--- config.mk ---
export PLATFORM = sky130hd
export DESIGN_NAME = fetch_unit
export DESIGN_NICKNAME = d
export VERILOG_FILES = /design/src/rtl/fetch_unit.sv
export SDC_FILE = /design/constraint.sdc
export NUM_CORES = 1
export LEC_CHECK = 0
export ABC_AREA = 1
export CAP_MARGIN = 20
export CORE_MARGIN = 2
export CORE_UTILIZATION = 44
export CTS_CLUSTER_SIZE = 14
export DETAILED_ROUTE_END_ITERATION = 10
export GPL_ROUTABILITY_DRIVEN = 0
export GPL_TIMING_DRIVEN = 0
export PLACE_DENSITY = 0.85
export SYNTH_ARGS = -nofsm -noshare
export SYNTH_HDL_FRONTEND = slang
export SYNTH_SLANG_ARGS = --single-unit
--- constraint.sdc ---
create_clock -name clk -period 1.8 [get_ports clk]
set_input_delay 0.36 -clock clk [delete_from_list [all_inputs] [get_ports clk]]
set_output_delay 0.36 -clock clk [all_outputs]
set_load 0.05 [all_outputs]
--- src/rtl/fetch_unit.sv ---
// Instruction-fetch stage: owns the PC, reads instruction memory over req/ack,
// and holds one fetched instruction for the decoder over a valid/ready handshake.
module fetch_unit #(
    parameter logic [31:0] RESET_PC  = 32'h0000_0000,
    parameter logic [31:0] NOP_INSTR = 32'h0000_0013
) (
    input  logic        clk,
    input  logic        reset,
    input  logic        PCSrc,
    input  logic [31:0] PCTarget,
    output logic        imem_req,
    output logic [31:0] imem_addr,
    input  logic        imem_ack,
    input  logic [31:0] imem_rdata,
    output logic [31:0] Instr,
    output logic [31:0] PC,
    output logic [31:0] PCPlus4,
    output logic        instr_valid,
    input  logic        instr_ready
);

    typedef enum logic [1:0] {
        S_FETCH = 2'd0,
        S_HOLD  = 2'd1,
        S_DRAIN = 2'd2
    } state_e;

    state_e      state_q, state_d;
    logic        req_q, req_d;
    logic [31:0] addr_q, addr_d;
    logic [31:0] fetch_pc_q, fetch_pc_d;
    logic [31:0] pc_q, pc_d;
    logic [31:0] instr_q, instr_d;
    logic        valid_q, valid_d;
    logic [31:0] target_s;

    assign target_s    = PCTarget & 32'hFFFF_FFFC;
    assign imem_req    = req_q;
    assign imem_addr   = addr_q;
    assign Instr       = instr_q;
    assign PC          = pc_q;
    assign PCPlus4     = pc_q + 32'd4;
    assign instr_valid = valid_q;

    // Next-state logic; addr_q only moves when a new request starts, so a
    // drained read keeps its original address while fetch_pc already holds the target.
    always_comb begin
        state_d    = state_q;
        req_d      = req_q;
        addr_d     = addr_q;
        fetch_pc_d = fetch_pc_q;
        pc_d       = pc_q;
        instr_d    = instr_q;
        valid_d    = valid_q;
        case (state_q)
            S_FETCH: begin
                if (PCSrc) begin
                    fetch_pc_d = target_s;
                    req_d      = 1'b1;
                    if (req_q && !imem_ack) begin
                        state_d = S_DRAIN;
                    end else begin
                        state_d = S_FETCH;
                        addr_d  = target_s;
                    end
                end else if (req_q && imem_ack) begin
                    instr_d    = imem_rdata;
                    pc_d       = fetch_pc_q;
                    fetch_pc_d = fetch_pc_q + 32'd4;
                    valid_d    = 1'b1;
                    req_d      = 1'b0;
                    state_d    = S_HOLD;
                end else begin
                    req_d  = 1'b1;
                    addr_d = fetch_pc_q;
                end
            end
            S_HOLD: begin
                if (PCSrc) begin
                    fetch_pc_d = target_s;
                    addr_d     = target_s;
                    valid_d    = 1'b0;
                    instr_d    = NOP_INSTR;
                    req_d      = 1'b1;
                    state_d    = S_FETCH;
                end else if (instr_ready) begin
                    addr_d  = fetch_pc_q;
                    valid_d = 1'b0;
                    instr_d = NOP_INSTR;
                    req_d   = 1'b1;
                    state_d = S_FETCH;
                end else begin
                    req_d = 1'b0;
                end
            end
            S_DRAIN: begin
                if (PCSrc) begin
                    fetch_pc_d = target_s;
                end else begin
                    fetch_pc_d = fetch_pc_q;
                end
                req_d = 1'b1;
                if (imem_ack) begin
                    addr_d  = fetch_pc_d;
                    state_d = S_FETCH;
                end else begin
                    state_d = S_DRAIN;
                end
            end
            default: begin
                state_d    = S_FETCH;
                req_d      = 1'b0;
                addr_d     = RESET_PC;
                fetch_pc_d = RESET_PC;
                valid_d    = 1'b0;
                instr_d    = NOP_INSTR;
            end
        endcase
    end

    // State and output registers; reset abandons any outstanding read.
    always_ff @(posedge clk or negedge reset) begin
        if (!reset) begin
            state_q    <= S_FETCH;
            req_q      <= 1'b0;
            addr_q     <= RESET_PC;
            fetch_pc_q <= RESET_PC;
            pc_q       <= RESET_PC;
            instr_q    <= NOP_INSTR;
            valid_q    <= 1'b0;
        end else begin
            state_q    <= state_d;
            req_q      <= req_d;
            addr_q     <= addr_d;
            fetch_pc_q <= fetch_pc_d;
            pc_q       <= pc_d;
            instr_q    <= instr_d;
            valid_q    <= valid_d;
        end
    end

endmodule
==> impl_metrics.ini, run 1 <==
[sta]
tightestPinTransition_ns = 0.662
finalHoldViolCount = 0
fin_ws_ns = -0.730
finClkSkew_ns = 0.0105
relSlewSlack_pct = 55.8
final_max_slew_viol_count = 0
fmax_mhz = 395
rsz0062_at_grt = true
min_period_ns = 2.53
finalSetupViolCount = 30
finalCritPeriodShare_pct = 141

[global_route]
antenna_found_initial = 0
grt_max_degree = 89
grt_pass1_wl_um = 40500
grt_pass1_vias = 7947
gr-total-overflow = 0
grt_usage_pct = 28.8

[outcome]
run_status = complete, but fails checks
violations = setup timing

[floorplan]
start_util_pct = 44.8
die_h_um = 133
die_w_um = 133
ios = 199
rows = 47
core_um2 = 16500
dieArea_um2 = 17800

[critical_path]
critPathRequiredTime_ns = 1.44
critPathKind = reg2out
cp-start-kind = flip-flop
r2r_start = state_q[1]
worstPathArrival_ns = 2.17
ff2ff_path_depth = 11
r2r_end = Instr[27]
worstPathMaxFanout = 5
ff2ff_setup_slack_ns = 0
crit_path_end_kind = output port

[finish]
drive_gt1_share_pct = 28.2
syn_to_final_growth_pct = 59.8
final_area_um2 = 11800
antenna_cells = 0
instances_no_fill = 1507
nets = 1349

[power_and_ir_drop]
pwr_density_cell_nw_per_um2 = 1990
p_leak_nw = 5.75
ir_drop_uv = 1310
power_mw = 23.4

[yosys]
synth_largest_area_cell = dfrtp_1
synth_top_area_share_pct = 43.8
yosys_register_bits = 132
avgSynthCellArea_um2 = 7.55
syn_nets = 1052
ys_warn_count = 0
synth.cell_area_um2 = 7380
synth_cells = 977
netlist_top_cells_area = dfrtp_1, nand2_1, o21ai_0
synth_seq_area_share_pct = 44.8
netlist-cell-type-count = 45

[drt]
wl_per_cell_um = 17.7
routed_wl_um = 26600
drc = 0
vias = 8218
dr.pass1.iters = 8
drtIter0Drc = 734
viasPerCell = 5.45
antenna_left = 0

[cts]
insertion_delay_ns = 0.43
root_buffer = clkbuf_16
clkTransAtPathRegs_ns = 0.06
cts_tree = built
clockBufferDepth = 2
cts_buffers = 17
h-tree-depth = 4
clkSinkCount = 132

[placed_design]
place_area_um2 = 10100
dp_cells = 1393
port_buffers = 195
dpl.hpwl_um = 17200

[job]
cap_violations = 0

[hold_path]
min_path_type = in2async
worst max-delay path by stage:
stage                  endpoint  cells after the start  startpoint
floorplan           PCPlus4[18]                      8       PC[3]
global placement         PC[10]                      1       reset
detailed placement  PCPlus4[24]                     10       PC[3]
CTS                 PCPlus4[22]                     10       PC[3]
global route        PCPlus4[22]                     10       PC[5]
finish              PCPlus4[22]                     10       PC[5]
flip-flops by register name, indices dropped and copies added, names as in the netlist:
| register | cells |
|---|---|
| Instr | 32 |
| PC | 32 |
| imem_req | 1 |
| state_q | 2 |
| instr_valid | 1 |
| fetch_pc_q | 32 |
| imem_addr | 32 |
power by group:
group	leakage, nW	internal [mW]	switching [mW]
Combinational	3.79	4.70	9.22
Clock	0.317	2.48	1.39
Sequential	1.64	4.31	1.31
Total	5.75	11.5	11.9
layout make-up:
type | count | area [um^2]
Fill cell | 1146 | 4680
Clock inverter | 14 | 223
Inverter | 82 | 329
Timing Repair Buffer | 279 | 2590
Tap cell | 220 | 275
Buffer | 38 | 250
Sequential cell | 132 | 3350
Clock buffer | 18 | 429
Multi-Input combinational cell | 724 | 4340
cell families after synthesis:
kind of cell | after synthesis | share of synthesized area, %
flip-flops | 132 | 44.8
buffers and inverters | 121 | 6.99
AO/OA/AOI/OAI | 142 | 11.8
adder cells (fa/ha/maj) | 6 | 1.02
XOR/XNOR | 26 | 3.09
AND/OR/NAND/NOR | 550 | 32.3
metrics by stage:
stage          util [%]  hold WS, ns  setup TNS [ns]  setup WS (ns)
3_3_place_gp       61.2        0.456         -680.41          -5.67
6_report           71.6        0.437          -14.05         -0.730
2_1_floorplan         -       0.0644           -7.40         -0.435
5_1_grt            71.6        0.469          -16.84         -0.871
4_1_cts            68.6        0.416          -13.71         -0.781
3_5_place_dp       61.4        0.322          -46.73          -1.04
repair_timing:
item                                    4_1_cts  5_1_grt
hold buffers                                  1        0
setup buffers                                49       33
endpoints found under the setup margin      241      110
gates resized for setup                     408       86
endpoints found under the hold margin        41        0
pin swaps                                    35       48
cloned                                        0        1
critical path, cell delays in order (launching register included):
cell and delay (ns):
dfrtp_2 0.42, buf_4 0.14, nand3_4 0.11, nor3_4 0.17
nand2_2 0.11, nor2_4 0.12, nand2_4 0.09, nor2_8 0.17
nand3b_1 0.17, nand2_4 0.10, buf_8 0.14
synth_stat cells (all sizes together):
cell type    n
nor4         2
xnor2        8
nor2b        1
nand3       59
a21boi       1
or2          1
o21ai       92
o21a         1
o22a         3
a31oi        1
nor3        18
a21oi        6
ha           6
o211ai       2
buf         24
and2         1
and3         1
dfstp        3
nor2        71
nand3b       3
nand2      380
dfrtp      129
a22o        29
xor2        18
o22ai        3
clkbuf      15
o311ai       1
inv         82
nand4       13
a22oi        1
o21bai       2
cell usage in the layout, fill, tap and decap left out, drive strengths merged, types with 4 or more instances in the layout:
master and instances:
a21oi 6, inv 85, nand2 380, xor2 18, bufinv 5, o21ai 92
clkinv 4, a22o 29, dlygate4sd2 71, xnor2 8, clkdlybuf4s15 17, buf 142
nand4 13, nor3 18, nand3 59, nor2 71, dfrtp 129, ha 6
clkdlybuf4s50 64, clkbuf 40
routing by layer:
metal / GRT usage (%) / vias up / routed length (um)
met4: 15.0 / 2 / 1570
met5: 0 / - / 21
met1: 35.4 / 3796 / 9660
li1: - / 3751 / -
met2: 47.1 / 528 / 12800
met3: 7.27 / 141 / 2620
Note: power is estimated with default switching activity, not from simulation.
==> inputs of run 2 (changes only) <==
- CORE_ASPECT_RATIO: not set -> 2
==> impl_metrics.ini, run 2 (synthesis gave the netlist of run 1 again) <==
[outcome]
run_status = complete, but fails checks
violations = setup timing

[critical_path]
r2r_start = state_q[0]
cp-start-kind = flip-flop
critPathRequiredTime_ns = 1.44
cp-startpoint = PC[5]
worstPathArrival_ns = 2.49
critPathKind = reg2out
worstPathMaxFanout = 5
r2r_end = imem_addr[14]
ff2ff_path_depth = 10
ff2ff_setup_slack_ns = -0.01
crit_path_end_kind = output port

[floorplan]
die_h_um = 187
rows = 67
start_util_pct = 44.4
die_w_um = 95.6
dieArea_um2 = 17900
ios = 199
core_um2 = 16600

[hold_path]
hold_end = state_q[0]
min_from = PCSrc
min_path_type = in2reg
whs_path_depth = 4

[cts]
clockBufferDepth = 2
h-tree-depth = 4
cts_buffers = 17
insertion_delay_ns = 0.43
cts_tree = built
clkTransAtPathRegs_ns = 0.07
root_buffer = clkbuf_16
clkSinkCount = 132

[global_route]
gr-total-overflow = 0
antenna_found_initial = 0
grt_pass1_wl_um = 43800
grt_max_degree = 79
grt_usage_pct = 31.4
grt_pass1_vias = 8621

[sta]
relSlewSlack_pct = 51.5
fin_ws_ns = -1.05
rsz0062_at_grt = true
finalSetupViolCount = 31
whs_ns = 0.447
finClkSkew_ns = 0.0102
finalCritPeriodShare_pct = 158
setup_tns_ns = -17.09
final_max_slew_viol_count = 0
min_period_ns = 2.85
tightestPinTransition_ns = 0.728
finalHoldViolCount = 0
fmax_mhz = 351

[drt]
dr.pass1.iters = 6
vias = 8819
drtIter0Drc = 1021
wl_per_cell_um = 20.4
routed_wl_um = 30800
antenna_left = 0
viasPerCell = 5.84
drc = 0

[power_and_ir_drop]
pwr_density_cell_nw_per_um2 = 1980
ir_drop_uv = 1410
p_leak_nw = 5.80

[finish]
layout_commonest_cell = nand2_1
syn_to_final_growth_pct = 61.8
antenna_cells = 0
final_cell_mix = nand2_1, dfrtp_1, buf_4, o21ai_0, dlygate4sd2_1
drive_gt1_share_pct = 29.4
postLayoutCoreUtil_pct = 71.9
nets = 1366

[placed_design]
dpl.hpwl_um = 18000
port_buffers = 195

[job]
cap_violations = 0
-- run 2: how the worst max path moves through the flow --
stage                             end  slack, ns
after detailed placement  PCPlus4[26]      -1.05
final                     PCPlus4[24]      -1.05
after global routing      PCPlus4[24]      -1.20
after floorplan           PCPlus4[18]      -0.44
after CTS                 PCPlus4[22]      -0.77
after global placement          PC[4]      -5.69
-- run 2: power by group --
group | switching [mW] | leakage [nW] | internal (mW)
Clock | 1.43 | 0.276 | 2.04
Sequential | 1.34 | 1.64 | 4.31
Combinational | 9.65 | 3.89 | 4.87
-- run 2: layout make-up --
| class | instances | area, um^2 |
|---|---|---|
| Buffer | 36 | 251 |
| Fill cell | 1096 | 4670 |
| Inverter | 82 | 322 |
| Timing Repair Buffer | 298 | 2780 |
| Clock buffer | 17 | 425 |
| Tap cell | 207 | 259 |
| Sequential cell | 132 | 3350 |
| Multi-Input combinational cell | 724 | 4390 |
| Clock inverter | 15 | 158 |
-- run 2: repair_timing --
action	in CTS	in global routing
setup endpoints to repair	234	131
resized for setup	415	110
pin swaps	33	49
endpoints found under the hold margin	54	0
hold buffers	1	0
buffers inserted	65	37
-- run 2: routing by layer --
layer	global-route usage, %	vias up	share of wire (%)
met2	51.0	717	49
met3	7.01	226	11
met1	36.2	4091	32
met4	20.3	0	8.5
met5	0	-	0
li1	-	3785	-
-- run 2: through the flow --
stage	instances	area (um^2)	total power, mW	worst slack [ns]
floorplan	977	7860	13.9	-0.435
global placement	1379	10100	17.8	-5.69
detailed placement	1380	10100	18.1	-1.05
CTS	1478	11400	22.1	-0.774
global route	1511	11900	24.7	-1.20
finish	1511	11900	23.7	-1.05
-- run 2: critical path: stages (launching register included) --
cell and delay (ns):
dfrtp_2 0.45, buf_6 0.13, nand3_4 0.11, nor3_4 0.22
nand2_2 0.12, nor2_4 0.16, nand2_4 0.10, nor2_8 0.16
nand3b_1 0.29, nand2_4 0.17, buf_8 0.15
